`config.mk`:
```
export PLATFORM = sky130hd
export DESIGN_NAME = lz77_decoder_flat
export DESIGN_NICKNAME = d
export VERILOG_FILES = /design/src/rtl/lz77_decoder_if.sv /design/src/rtl/lz77_decoder.sv /design/src/flat_wrapper.sv
export SDC_FILE = /design/constraint.sdc
export NUM_CORES = 1
export LEC_CHECK = 0
export CORE_AREA = 2 2 96 98
export DETAILED_ROUTE_END_ITERATION = 10
export DIE_AREA = 0 0 98 100
export PLACE_DENSITY = 0.72
export RECOVER_POWER = 25
export SETUP_SLACK_MARGIN = 0.5
export SLEW_MARGIN = 20
export SYNTH_ARGS = -nofsm -noshare
export SYNTH_HDL_FRONTEND = slang
export SYNTH_SLANG_ARGS = --single-unit
```
`constraint.sdc`:
```
create_clock -name clk -period 4.7 [get_ports clk]
set_input_delay 0.94 -clock clk [delete_from_list [all_inputs] [get_ports clk]]
set_output_delay 0.94 -clock clk [all_outputs]
set_load 0.1 [all_outputs]
```
`src/rtl/lz77_decoder_if.sv`:
```
// Triplet-in / character-out bundle between a triplet source and the LZ77 decoder.
// The master drives triplets and observes the decoded stream; the slave is the decoder.
interface lz77_decoder_if #(
  parameter int DATA_W = 8,
  parameter int OFF_W  = 4,
  parameter int LEN_W  = 3
) ();
  logic              in_valid;
  logic              in_ready;
  logic [OFF_W-1:0]  offset;
  logic [LEN_W-1:0]  match_len;
  logic [DATA_W-1:0] char_nxt;
  logic              out_valid;
  logic [DATA_W-1:0] char_out;
  logic              finish;

  modport master (
    output in_valid, offset, match_len, char_nxt,
    input  in_ready, out_valid, char_out, finish
  );

  modport slave (
    input  in_valid, offset, match_len, char_nxt,
    output in_ready, out_valid, char_out, finish
  );
endinterface

```
`src/rtl/lz77_decoder.sv`:
```
// LZ77 decoder: expands (offset, match_len, char_nxt) triplets into one character per cycle
// using a shifting search buffer; an END_CHAR literal clears the buffer and pulses finish.
module lz77_decoder #(
  parameter int                DATA_W       = 8,
  parameter int                SEARCH_DEPTH = 9,
  parameter int                OFF_W        = 4,
  parameter int                LEN_W        = 3,
  parameter logic [DATA_W-1:0] END_CHAR     = 8'h24
) (
  input  logic           clk,
  input  logic           reset,
  lz77_decoder_if.slave  bus
);

  typedef enum logic {IDLE, COPY} state_t;

  state_t            state_reg, state_next;
  logic [LEN_W-1:0]  cnt_reg, cnt_next;
  logic [OFF_W-1:0]  off_reg, off_next;
  logic [DATA_W-1:0] chr_reg, chr_next;
  logic              out_valid_reg, out_valid_next;
  logic [DATA_W-1:0] char_out_reg, char_out_next;
  logic              finish_reg, finish_next;

  logic [DATA_W-1:0] hist_reg [SEARCH_DEPTH];
  logic              shift_en;
  logic              hist_clr;
  logic [DATA_W-1:0] shift_in;
  logic              off_in_range;
  logic [OFF_W-1:0]  rd_idx;
  logic [DATA_W-1:0] rd_char;

  // Out-of-range offsets read as zero instead of indexing past the buffer.
  assign off_in_range = 32'(off_reg) < 32'(SEARCH_DEPTH);
  assign rd_idx       = off_in_range ? off_reg : '0;
  assign rd_char      = off_in_range ? hist_reg[rd_idx] : '0;

  assign bus.in_ready  = (state_reg == IDLE);
  assign bus.out_valid = out_valid_reg;
  assign bus.char_out  = char_out_reg;
  assign bus.finish    = finish_reg;

  always_ff @(posedge clk) begin
    if (reset) begin
      state_reg     <= IDLE;
      cnt_reg       <= '0;
      off_reg       <= '0;
      chr_reg       <= '0;
      out_valid_reg <= 1'b0;
      char_out_reg  <= '0;
      finish_reg    <= 1'b0;
    end else begin
      state_reg     <= state_next;
      cnt_reg       <= cnt_next;
      off_reg       <= off_next;
      chr_reg       <= chr_next;
      out_valid_reg <= out_valid_next;
      char_out_reg  <= char_out_next;
      finish_reg    <= finish_next;
    end
  end

  always_comb begin
    state_next     = state_reg;
    cnt_next       = cnt_reg;
    off_next       = off_reg;
    chr_next       = chr_reg;
    out_valid_next = 1'b0;
    char_out_next  = char_out_reg;
    finish_next    = 1'b0;
    shift_en       = 1'b0;
    hist_clr       = 1'b0;
    shift_in       = rd_char;
    case (state_reg)
      IDLE: begin
        if (bus.in_valid) begin
          off_next   = bus.offset;
          cnt_next   = bus.match_len;
          chr_next   = bus.char_nxt;
          state_next = COPY;
        end
      end
      COPY: begin
        if (cnt_reg != '0) begin
          // Copied char is pushed back in, so overlapping matches re-read it.
          char_out_next  = rd_char;
          out_valid_next = 1'b1;
          shift_en       = 1'b1;
          shift_in       = rd_char;
          cnt_next       = cnt_reg - 1'b1;
        end else if (chr_reg == END_CHAR) begin
          finish_next = 1'b1;
          hist_clr    = 1'b1;
          state_next  = IDLE;
        end else begin
          char_out_next  = chr_reg;
          out_valid_next = 1'b1;
          shift_en       = 1'b1;
          shift_in       = chr_reg;
          state_next     = IDLE;
        end
      end
      default: state_next = IDLE;
    endcase
  end

  // Search buffer: entry 0 holds the newest char, each entry takes its neighbour on a shift.
  genvar gi;
  generate
    for (gi = 0; gi < SEARCH_DEPTH; gi++) begin : g_hist
      if (gi == 0) begin : g_head
        always_ff @(posedge clk) begin
          if (reset || hist_clr) begin
            hist_reg[gi] <= '0;
          end else if (shift_en) begin
            hist_reg[gi] <= shift_in;
          end
        end
      end else begin : g_tail
        always_ff @(posedge clk) begin
          if (reset || hist_clr) begin
            hist_reg[gi] <= '0;
          end else if (shift_en) begin
            hist_reg[gi] <= hist_reg[gi-1];
          end
        end
      end
    end
  endgenerate

endmodule

```
`src/flat_wrapper.sv`:
```
// flat-port wrapper written by rule: the top's interface ports become plain ports
module lz77_decoder_flat 
#(
  parameter int                DATA_W       = 8,
  parameter int                SEARCH_DEPTH = 9,
  parameter int                OFF_W        = 4,
  parameter int                LEN_W        = 3,
  parameter logic [DATA_W-1:0] END_CHAR     = 8'h24
)
  (clk, reset, bus_in_valid, bus_offset, bus_match_len, bus_char_nxt, bus_in_ready, bus_out_valid, bus_char_out, bus_finish);
  lz77_decoder_if #(.DATA_W(DATA_W), .OFF_W(OFF_W), .LEN_W(LEN_W)) bus_i ();
  input  logic clk;
  input  logic reset;
  input wire logic [$bits(bus_i.in_valid)-1:0] bus_in_valid;
  input wire logic [$bits(bus_i.offset)-1:0] bus_offset;
  input wire logic [$bits(bus_i.match_len)-1:0] bus_match_len;
  input wire logic [$bits(bus_i.char_nxt)-1:0] bus_char_nxt;
  output wire logic [$bits(bus_i.in_ready)-1:0] bus_in_ready;
  output wire logic [$bits(bus_i.out_valid)-1:0] bus_out_valid;
  output wire logic [$bits(bus_i.char_out)-1:0] bus_char_out;
  output wire logic [$bits(bus_i.finish)-1:0] bus_finish;
  assign bus_i.in_valid = bus_in_valid;
  assign bus_i.offset = bus_offset;
  assign bus_i.match_len = bus_match_len;
  assign bus_i.char_nxt = bus_char_nxt;
  assign bus_in_ready = bus_i.in_ready;
  assign bus_out_valid = bus_i.out_valid;
  assign bus_char_out = bus_i.char_out;
  assign bus_finish = bus_i.finish;
  lz77_decoder #(.DATA_W(DATA_W), .SEARCH_DEPTH(SEARCH_DEPTH), .OFF_W(OFF_W), .LEN_W(LEN_W), .END_CHAR(END_CHAR)) u_core (.clk(clk), .reset(reset), .bus(bus_i));
endmodule
```
# Yosys cells after proc, flatten, opt, wreduce, memory -nomap -nowiden
# Memories as Yosys holds them, arrays and structs flattened.
# Index checks and enable logic that the tools add are counted.
# classes
add_sub_neg	1
n_lt_le_gt_ge	1
eq_ne	4
mux	33
n_bitwise	10
n_reduce_logical	5
# op_table
cell	n
2-to-1 mux 8 bit	15
2-to-1 mux 1 bit	13
bitwise OR 1 bit	9
== test 8 x 6 -> 1 bit (second input constant)	1
2-to-1 mux 3 bit	2
one-hot mux 3 bit (2 select lines)	1
AND reduction 2 bit	3
< comparator 4 bit (second input constant)	1
2-to-1 mux 4 bit	1
!= test 2 bit (second input constant)	2
nonzero test 3 bit	1
subtractor 3 x 1 -> 3 bit (second input constant)	1
!= test 2 x 1 -> 1 bit (second input constant)	1
one-hot mux 1 bit (2 select lines)	1
logical OR 1 bit	1
inverter 1 bit	1
# word_totals
register_bits	26
mem_bits_rw	72
inputBits	18
output_inout_bits	11
elab_cells	62
memories	1
# mem_list
name	words	width	read_ports	rd_ports_with_merged_regs	write_ports	line_no	source
u_core.hist_reg	9	8	9	0	9	lz77_decoder.sv:25	logic [DATA_W-1:0] hist_reg [SEARCH_DEPTH];

# Logic depth before layout (Yosys ltp)
# depth
ltp_word	8
ltp_mapped	8
depth_no_buf	7

# Least setup slack after synthesis
# OpenSTA, ideal clock, no wires.
# synth_path
path_type	input to register
from	in reset
to	mem u_core.hist_reg[0][0], enable pin
setup_ps	399
arrival_ps	2180
required_ps	4301
setup_slack_ps	2121
cell_stages	2
path_buffers	1
cell_sequence	clkbuf_1 -> or2_2
# synth_rtl
item	line_no	source
start: declaration	flat_wrapper.sv:13	input logic reset;
end: declaration	lz77_decoder.sv:25	

==> run_results.csv <==
group,metric,value,unit
run_status,status,"finished clean",
floorplan,core,0.00889,mm^2
clock_network,numCtsBuffers,9,
timing,max_freq,0.265,GHz
timing,worst_pin_slew,1.19,ns
clock_network,cts_tree,"done",
routing,drt_first_iter_violations,180,
placed_design,port_buffers,28,
synth,synth.top_cell.area_share,0.470,
clock_network,path_clk_slew,0.09,ns
floorplan,fp.dieW,98,um
synth,syn_avg_cell_area,11.9,um^2
grt,grt_pass1_wl,14600,um
clock_network,postCtsSetupBuffers,0,
timing,rsz0062_at_grt,"no",
timing,maxSlewViolCount,0,
timing,layout_min_cycle_time,3.77,ns
layout,diodes,0,
layout,num-nets-final,425,
layout,area_growth,9.82,%
synth,synth_area,0.00460,mm^2
power,peakVddDrop,0.140,mV
worst_setup_path,crit_required,4.74,ns
grt,grt_max_degree,66,
synth,yosysTopAreaCell,"edfxtp_1",
synth,synthArstFlopShare,0,
synth,synthTopCellsByArea,"edfxtp_1 (47%), dfxtp_1 (11%), and2_1 (8.7%), nand2_1 (4.2%), a21oi_1 (2.5%)",
hold_path,hold_path_class,"reg -> reg",
worst_setup_path,startpoint_type,"primary input",
timing,setup_violations,0,
worst_setup_path,end_kind,"flip-flop",
clock_network,cts.path.max_buffers,2,
power,power.share.clock,0.269,
power,p_leak,1.79,nW
floorplan,die_y,100,um
power,p_int,1.33,mW
timing,skew,0.0187,ns
grt,grt_use_total,0.189,
synth,yosysSeqAreaShare,0.583,
power,pwr-share-seq,0.558,
grt,antenna_found_initial,0,
layout,layout-drive-gt1-share,0.0976,
synth,ys_ff_latch,98,
grt,grt_pass1_vias,2857,
grt,grt-ovfl-total,0,
timing,final-hold-violation-count,0,
placed_design,dpl_cell_area,0.00489,mm^2
worst_setup_path,worst-path-max-fanout,57,
routing,postRouteAntennaNets,0,
layout,largest_reg_flops,72,
placed_design,gp_congestion,0.785,
floorplan,ios,29,
clock_network,clkSinkCount,98,
synth,synth.net_count,406,
floorplan,initial_core_util,0.517,
routing,wl_per_cell,16.9,um
worst_setup_path,path_class,"in -> reg",
synth,synth_enable_flop_cells,72,
timing,period_share,0.802,
layout,post-route-util,0.568,
floorplan,rows,35,
layout,finish.instance_area,0.00505,mm^2
clock_network,htree_levels,3,
job,maxCapViolCount,0,
synth,synthFlopType,"edfxtp_1",
synth,synth_common_cells,"edfxtp_1 (72), and2_1 (64), nand2_1 (52)",
power,p_per_area,377,mW/mm^2
timing,setup_slack,0.932,ns
routing,post-route-drc-count,0,
timing,setup_tns,0,ns
synth,yosysUniqueCellTypes,49,
routing,drt_first_pass_iters,4,
clock_network,clkLatencyLatePin,0.38,ns
power,switching_share,0.300,
routing,wirelength,8820,um
placed_design,dp_slack,1.64,ns
synth,yosys_warnings,0,
routing,via_count,2914,
placed_design,dp_hpwl,5730,um
timing,holdWs,0.457,ns
floorplan,die-area,0.00980,mm^2
synth,yosysMostFrequentCell,"edfxtp_1",
power,power_frac_comb,0.173,
clock_network,post_cts_resized,0,
power,p_sw,0.571,mW
timing,relSlewSlack,0.205,
synth,syn_inst,386,
routing,via_per_inst,5.59,
worst_setup_path,worst_ep_arrival_time,3.81,ns
clock_network,cts_hold_buffers,0,
clock_network,root_buffer,"clkbuf_8",
layout,fillers,784,
==> cells in the final DEF (no fill, tap or decap), drive strengths merged, types with 3 or more instances in the layout <==
cell type / synthesis / layout
edfxtp: 72 / 72
and2: 64 / 64
nand2: 53 / 53
clkdlybuf4s50: 0 / 26
dfxtp: 26 / 26
a21oi: 23 / 23
nor2: 18 / 18
clkbuf: 10 / 13
mux2i: 11 / 11
mux2: 9 / 9
nand3: 7 / 7
a31oi: 6 / 6
o21ai: 6 / 6
a311oi: 6 / 6
nand2b: 5 / 5
inv: 5 / 5
nor2b: 4 / 4
o22ai: 4 / 4
or3b: 4 / 4
o221ai: 4 / 4
a32oi: 4 / 4
mux4: 3 / 3
nor3: 3 / 3
clkinvlp: 0 / 3
nor4b: 3 / 3
==> power groups by stage <==
stage	clock, mW	sequential [mW]	combinational [mW]
after floorplan	0	1.11	0.212
after global placement	0	1.08	0.328
after detailed placement	0	1.08	0.333
after CTS	0.522	1.06	0.334
after global routing	0.556	1.07	0.358
final	0.513	1.06	0.330
==> routing by layer <==
| layer | vias up | global-route usage | part of all wire |
|---|---|---|---|
| met4 | 0 | 0.0812 | 0.020 |
| met5 | - | 0 | 0 |
| met1 | 1424 | 0.269 | 0.47 |
| li1 | 1420 | - | - |
| met2 | 56 | 0.293 | 0.47 |
| met3 | 14 | 0.0265 | 0.038 |
==> final cells by class <==
class	instances	area [um^2]	share of cell area
sequential	98	2680	0.531
clock buffer	11	141	0.0280
timing repair buffer	32	315	0.0624
inverter	5	18.8	0.00372
multi-input combinational	259	1710	0.339
tap	111	139	0.0275
clock inverter	5	40.0	0.00793
==> kinds of logic (layout without fill, tap and decap cells) <==
| logic type | count (synthesis) | count (layout) | share of synthesized area |
|---|---|---|---|
| and+or+nand+nor | 169 | 169 | 0.202 |
| DFF | 98 | 98 | 0.583 |
| AOI/OAI and AO/OA | 65 | 65 | 0.106 |
| buffers and inverters | 29 | 53 | 0.0416 |
| muxes | 23 | 23 | 0.0607 |
| adders and majority gates | 2 | 2 | 0.00544 |
==> path summary, 6_finish.rpt <==
path	end	start	slack, ns	cells after the start
hold / removal	u_core.bus.char_out[6]	u_core.bus.char_out[6]	0.46	1
setup reg to reg	u_core.hist_reg[0][7]	u_core.off_reg[0]	2.01	6
setup / recovery	u_core.hist_reg[6][1]	reset	0.93	4
hold reg to reg	u_core.bus.char_out[6]	u_core.bus.char_out[6]	0.46	1
==> stage by stage <==
step,instances,power (mW)
2_1_floorplan,386,1.33
3_3_place_gp,505,1.41
3_5_place_dp,505,1.41
4_1_cts,521,1.92
5_1_grt,521,1.99
6_report,521,1.90
==> critical path, cell delays in order <==
cell	delay (ns)
dlygate4sd3_1	0.72
clkbuf_1	0.73
or2_0	0.98
buf_12	0.37
Note: power is estimated with default switching activity, not from simulation.
